### src/rtl/camera_pixel_packer.sv
//==============================================================================
// Module   : camera_pixel_packer
// Brief    : Packs camera byte stream (U,Y0,V,Y1) into 32-bit YUV pair words.
// Revision : 1.0
//==============================================================================
`default_nettype none

module camera_pixel_packer #(
  parameter int H_PAIRS = 320,
  parameter int V_LINES = 480
) (
  input  logic        clk,
  input  logic        rst,
  input  logic        cam_pclk,
  input  logic        cam_vsync,
  input  logic        cam_href,
  input  logic [7:0]  cam_data,
  output logic [31:0] yuv,
  output logic        yuv_valid,
  output logic [9:0]  pair_x,
  output logic [9:0]  line_y,
  output logic        frame_start,
  output logic        line_err
);

  localparam logic [10:0] C_H_PAIRS = 11'(H_PAIRS);
  localparam logic [10:0] C_V_LINES = 11'(V_LINES);

  typedef enum logic [1:0] {
    WAIT_SYNC = 2'd0,
    SYNC      = 2'd1,
    ACTIVE    = 2'd2
  } state_t;

  logic [2:0]  pclk_q;
  logic [2:0]  vsync_q;
  logic [2:0]  href_q;
  logic [7:0]  data_s1_q;
  logic [7:0]  data_s2_q;

  state_t      state_q;
  logic [1:0]  byte_idx_q;
  logic [7:0]  u_q;
  logic [7:0]  y0_q;
  logic [7:0]  v_q;
  logic [31:0] yuv_q;
  logic        yuv_valid_q;
  logic [9:0]  pair_x_q;
  logic [9:0]  line_y_q;
  logic        frame_start_q;
  logic        line_err_q;
  logic        line_has_byte_q;

  logic        pclk_rise_w;
  logic        vsync_s_w;
  logic        vsync_rise_w;
  logic        vsync_fall_w;
  logic        href_s_w;
  logic        href_fall_w;
  logic [9:0]  pair_x_d;
  logic [9:0]  line_y_d;
  logic        word_oob_w;

  // Bit 0 is the first synchronizer stage; bit 2 is the edge-detect history.
  always_ff @(posedge clk) begin
    if (rst) begin
      pclk_q    <= 3'b000;
      vsync_q   <= 3'b000;
      href_q    <= 3'b000;
      data_s1_q <= 8'h00;
      data_s2_q <= 8'h00;
    end else begin
      pclk_q    <= {pclk_q[1:0], cam_pclk};
      vsync_q   <= {vsync_q[1:0], cam_vsync};
      href_q    <= {href_q[1:0], cam_href};
      data_s1_q <= cam_data;
      data_s2_q <= data_s1_q;
    end
  end

  assign pclk_rise_w  = pclk_q[1] & ~pclk_q[2];
  assign vsync_s_w    = vsync_q[1];
  assign vsync_rise_w = vsync_q[1] & ~vsync_q[2];
  assign vsync_fall_w = ~vsync_q[1] & vsync_q[2];
  assign href_s_w     = href_q[1];
  assign href_fall_w  = ~href_q[1] & href_q[2];

  assign pair_x_d   = (pair_x_q == 10'h3FF) ? pair_x_q : pair_x_q + 10'd1;
  assign line_y_d   = (line_y_q == 10'h3FF) ? line_y_q : line_y_q + 10'd1;
  assign word_oob_w = ({1'b0, pair_x_q} >= C_H_PAIRS) || ({1'b0, line_y_q} >= C_V_LINES);

  always_ff @(posedge clk) begin
    if (rst) begin
      state_q         <= WAIT_SYNC;
      byte_idx_q      <= 2'd0;
      u_q             <= 8'h00;
      y0_q            <= 8'h00;
      v_q             <= 8'h00;
      yuv_q           <= 32'h0;
      yuv_valid_q     <= 1'b0;
      pair_x_q        <= 10'd0;
      line_y_q        <= 10'd0;
      frame_start_q   <= 1'b0;
      line_err_q      <= 1'b0;
      line_has_byte_q <= 1'b0;
    end else begin
      yuv_valid_q   <= 1'b0;
      frame_start_q <= 1'b0;
      // Coordinates advance only after the pulse so they describe the emitted word.
      if (yuv_valid_q) pair_x_q <= pair_x_d;

      case (state_q)
        WAIT_SYNC: begin
          byte_idx_q <= 2'd0;
          if (vsync_s_w) state_q <= SYNC;
        end
        SYNC: begin
          if (vsync_fall_w) begin
            state_q         <= ACTIVE;
            frame_start_q   <= 1'b1;
            line_y_q        <= 10'd0;
            pair_x_q        <= 10'd0;
            byte_idx_q      <= 2'd0;
            line_has_byte_q <= 1'b0;
          end
        end
        ACTIVE: begin
          if (vsync_rise_w) begin
            state_q         <= SYNC;
            byte_idx_q      <= 2'd0;
            line_has_byte_q <= 1'b0;
          end else if (href_fall_w) begin
            if (byte_idx_q != 2'd0 || {1'b0, pair_x_q} != C_H_PAIRS) line_err_q <= 1'b1;
            byte_idx_q      <= 2'd0;
            pair_x_q        <= 10'd0;
            line_has_byte_q <= 1'b0;
            if (line_has_byte_q) line_y_q <= line_y_d;
          end else if (pclk_rise_w && href_s_w) begin
            line_has_byte_q <= 1'b1;
            byte_idx_q      <= byte_idx_q + 2'd1;
            case (byte_idx_q)
              2'd0: u_q  <= data_s2_q;
              2'd1: y0_q <= data_s2_q;
              2'd2: v_q  <= data_s2_q;
              default: begin
                yuv_q       <= {v_q, y0_q, u_q, data_s2_q};
                yuv_valid_q <= 1'b1;
                if (word_oob_w) line_err_q <= 1'b1;
              end
            endcase
          end
        end
        default: state_q <= WAIT_SYNC;
      endcase
    end
  end

  assign yuv         = yuv_q;
  assign yuv_valid   = yuv_valid_q;
  assign pair_x      = pair_x_q;
  assign line_y      = line_y_q;
  assign frame_start = frame_start_q;
  assign line_err    = line_err_q;

endmodule

`default_nettype wire

### config.mk
export PLATFORM = sky130hd
export DESIGN_NAME = camera_pixel_packer
export DESIGN_NICKNAME = d
export VERILOG_FILES = /design/src/rtl/camera_pixel_packer.sv
export SDC_FILE = /design/constraint.sdc
export NUM_CORES = 1
export LEC_CHECK = 0
export CORE_ASPECT_RATIO = 0.8
export CORE_MARGIN = 2
export CORE_UTILIZATION = 35
export CTS_CLUSTER_SIZE = 20
export DETAILED_ROUTE_END_ITERATION = 6
export MAX_ROUTING_LAYER = met4
export PLACE_DENSITY = 0.61
export SKIP_CTS_REPAIR_TIMING = 1
export SYNTH_ARGS = -nofsm -noshare
export SYNTH_HDL_FRONTEND = slang
export SYNTH_SLANG_ARGS = --single-unit
export TNS_END_PERCENT = 1
### constraint.sdc
create_clock -name clk -period 1.9 [get_ports clk]
set_clock_uncertainty 0.05 [all_clocks]
set_input_delay 0.38 -clock clk [delete_from_list [all_inputs] [get_ports clk]]
set_output_delay 0.38 -clock clk [all_outputs]
set_load 0.05 [all_outputs]
==> metrics <==
vias in the first global route=3246; Global Route Usage Sum=15.0%; Hold Crit Depth=2; Yosys top cell area share=51.4%; CTS tree=done; Combinational Power Share=4.4%; Yosys Warn Count=0; Distinct cells, synth=49; clock sinks=109; Max VDD drop=570 uV; crit path max fanout=6; Req. time, crit path=2130 ps; Place WS=-82.6 ps; Rows=35; drt drc=0; R2R cell count=8; dominant synthesized flop cell=dfxtp_1; sequential power share=50.9%; die area=13000 sq um; routability cong.=0.869; Area growth syn-to-layout=28.0%; Max Root-Sink Buffers=2; critical path launch point type=register; vias=3472; kind of critical path=reg2reg; nets=587; Final ANT Viol Nets=0; Post-DP Area=5020 sq um; GR Overflow Total=0; synth top area cells=dfxtp_1 51%, nand2_1 9.5%, a21oi_1 8.2%; boundary pin count=68; Async SR Flop Fraction=0%; final setup fails=0; largest net degree at the start of global routing=48; min-delay worst type=in2reg; initial core utilization=36.3%; setup_tns=0 ps; slew margin rel.=58.1%; internal cell power=3.58 mW; initial antenna violation count=0; Root Buffer=clkbuf_16; average wire per standard cell=13.0 um; Crit Reg-Reg Startpoint=state_q[0]; Die X=127 um; Final Max Tran Viols=0; sequential share of the synthesized area=51.4%; Synth Cell Area=4250 sq um; H-tree depth=3; Fin. Hold Viols=0; Die Y=103 um; post-synthesis register bit count=109; Reg2Reg Setup Slack=50 ps; Yosys top cell by area=dfxtp_1; Power Dens Cells=842 nW/um^2; max-cap violations=0; number of enable flip-flop cells after synthesis=0; first-pass GRT wire length=15100 um; layout cell share with drive strength beyond 1=20.3%; # diodes=0; Clock Power Share=44.6%; Crit. End Element=register; Max Fclk=0.541 GHz; Vias/cell=4.86; actual slew at the worst max-slew pin=629 ps; clock latency on the worst-skew pair=340 ps; DRT Pass-1 Iters=4; switching share of power=21.8%; worst setup path end=line_y[4]; CORE AREA=11700 sq um; syn_nets=514; min cycle time layout=1850 ps; Psw=999 uW; RSZ-0062 raised after global routing=true; clock-pin slew on the worst setup and hold paths=70 ps; Critical path origin=state_q[0]; outcome=complete, no violations; Cells after Synth=489; Syn Area/Cell=8.68 sq um; final wirelength=9270 um; worst reg2reg path endpoint=line_y[4]; Final Cycle Share=97.2%; # port buffers=67; fin util=46.5%; Final WS setup=52.8 ps; Critical Path AT=2070 ps; DRT iter0 DRCs=185; cell area after layout=5440 sq um; dpl hpwl=6390 um; Leakage Power=2.01 nW; total CTS buffers=9
## state kept, by name, indices dropped and copies added (netlist names)
register / cells
frame_start: 1
state_q: 2
data_s1_q: 8
pair_x: 10
pclk_q: 3
line_y: 10
byte_idx_q: 2
v_q: 8
href_q: 3
line_has_byte_q: 1
line_err: 1
vsync_q: 3
y0_q: 8
data_s2_q: 8
yuv_valid: 1
yuv: 32
u_q: 8
## final cells by class
cell class,instances,area [sq um]
fillers,1147,6250
flip-flops and latches,109,2190
multi-input cells,342,1970
repair buffers,89,722
clock buffers,9,225
well taps,148,185
clock inverters,7,109
inverters,11,41.3
## cell usage in the layout, fill, tap and decap left out, types with 9 or more instances in the layout
cell / Yosys / layout
buf_4: 0 / 74
nor2_1: 22 / 21
nor2b_1: 27 / 27
clkdlybuf4s50_1: 0 / 11
nand2_1: 107 / 106
nand3_1: 30 / 30
clkbuf_16: 0 / 9
inv_1: 11 / 10
ha_1: 12 / 10
a21oi_1: 70 / 70
dfxtp_1: 109 / 105
## routing by layer
| layer | vias to the layer above | track usage [%] | routed length (um) |
|---|---|---|---|
| met3 | 9 | 3.27 | 358 |
| met2 | 64 | 23.1 | 4200 |
| met1 | 1610 | 19.8 | 4610 |
| li1 | 1789 | - | - |
| met4 | 0 | 5.41 | 100 |
| met5 | - | - | 0 |
## synth_stat cells (2+ instances only)
master     number
dfxtp_1       109
nand2_1       107
a21oi_1        70
nand3_1        30
nor2b_1        27
nor2_1         22
clkbuf_1       20
ha_1           12
inv_1          11
xor2_1          8
o21ai_0         7
and4_1          5
a31oi_1         4
mux2i_1         4
nand2b_1        4
or3_1           4
buf_6           3
nand4_1         3
nor3_1          3
o2111ai_1       3
and2_1          2
buf_1           2
o211ai_1        2
o41ai_2         2
## power groups by stage
stage | logic, mW | clock network [mW] | registers (mW)
5_1_grt | 0.226 | 2.20 | 2.34
3_5_place_dp | 0.197 | 0 | 2.39
2_1_floorplan | 0.127 | 0 | 2.38
4_1_cts | 0.197 | 2.11 | 2.33
6_report | 0.204 | 2.04 | 2.33
3_3_place_gp | 0.195 | 0 | 2.38
## critical path: stages (launching register included)
cell,delay [ps]
dfxtp_2,340
inv_2,70
ha_4,160
buf_6,130
nand2_4,60
nor3_4,340
o211ai_1,170
or3_1,320
a21oi_1,130
## metrics by stage
step                      hold WS [ps]  power, mW  instances
after floorplan                    364       2.50        489
after global placement             374       2.58        699
after detailed placement           375       2.58        699
after CTS                          308       4.64        715
after global routing               328       4.76        715
final                              318       4.58        715
## how the worst min path moves through the flow
| stage | startpoint | to | slack [ps] |
|---|---|---|---|
| 6_report | rst | line_y[0] | 320 |
| 3_5_place_dp | data_s1_q[1] | data_s2_q[1] | 370 |
| 5_1_grt | rst | state_q[0] | 330 |
| 2_1_floorplan | data_s1_q[0] | data_s2_q[0] | 360 |
| 4_1_cts | rst | state_q[0] | 310 |
| 3_3_place_gp | data_s1_q[1] | data_s2_q[1] | 370 |
## cell families after synthesis
kind of cell | Yosys count | synth area share [%]
xor+xnor | 9 | 1.86
flops | 109 | 51.4
buf+inv | 38 | 4.15
compound gates | 97 | 13.2
fa+ha+maj | 12 | 3.54
mux | 5 | 1.21
simple gates | 219 | 24.7
No activity file was read; power rests on OpenSTA's default activity.
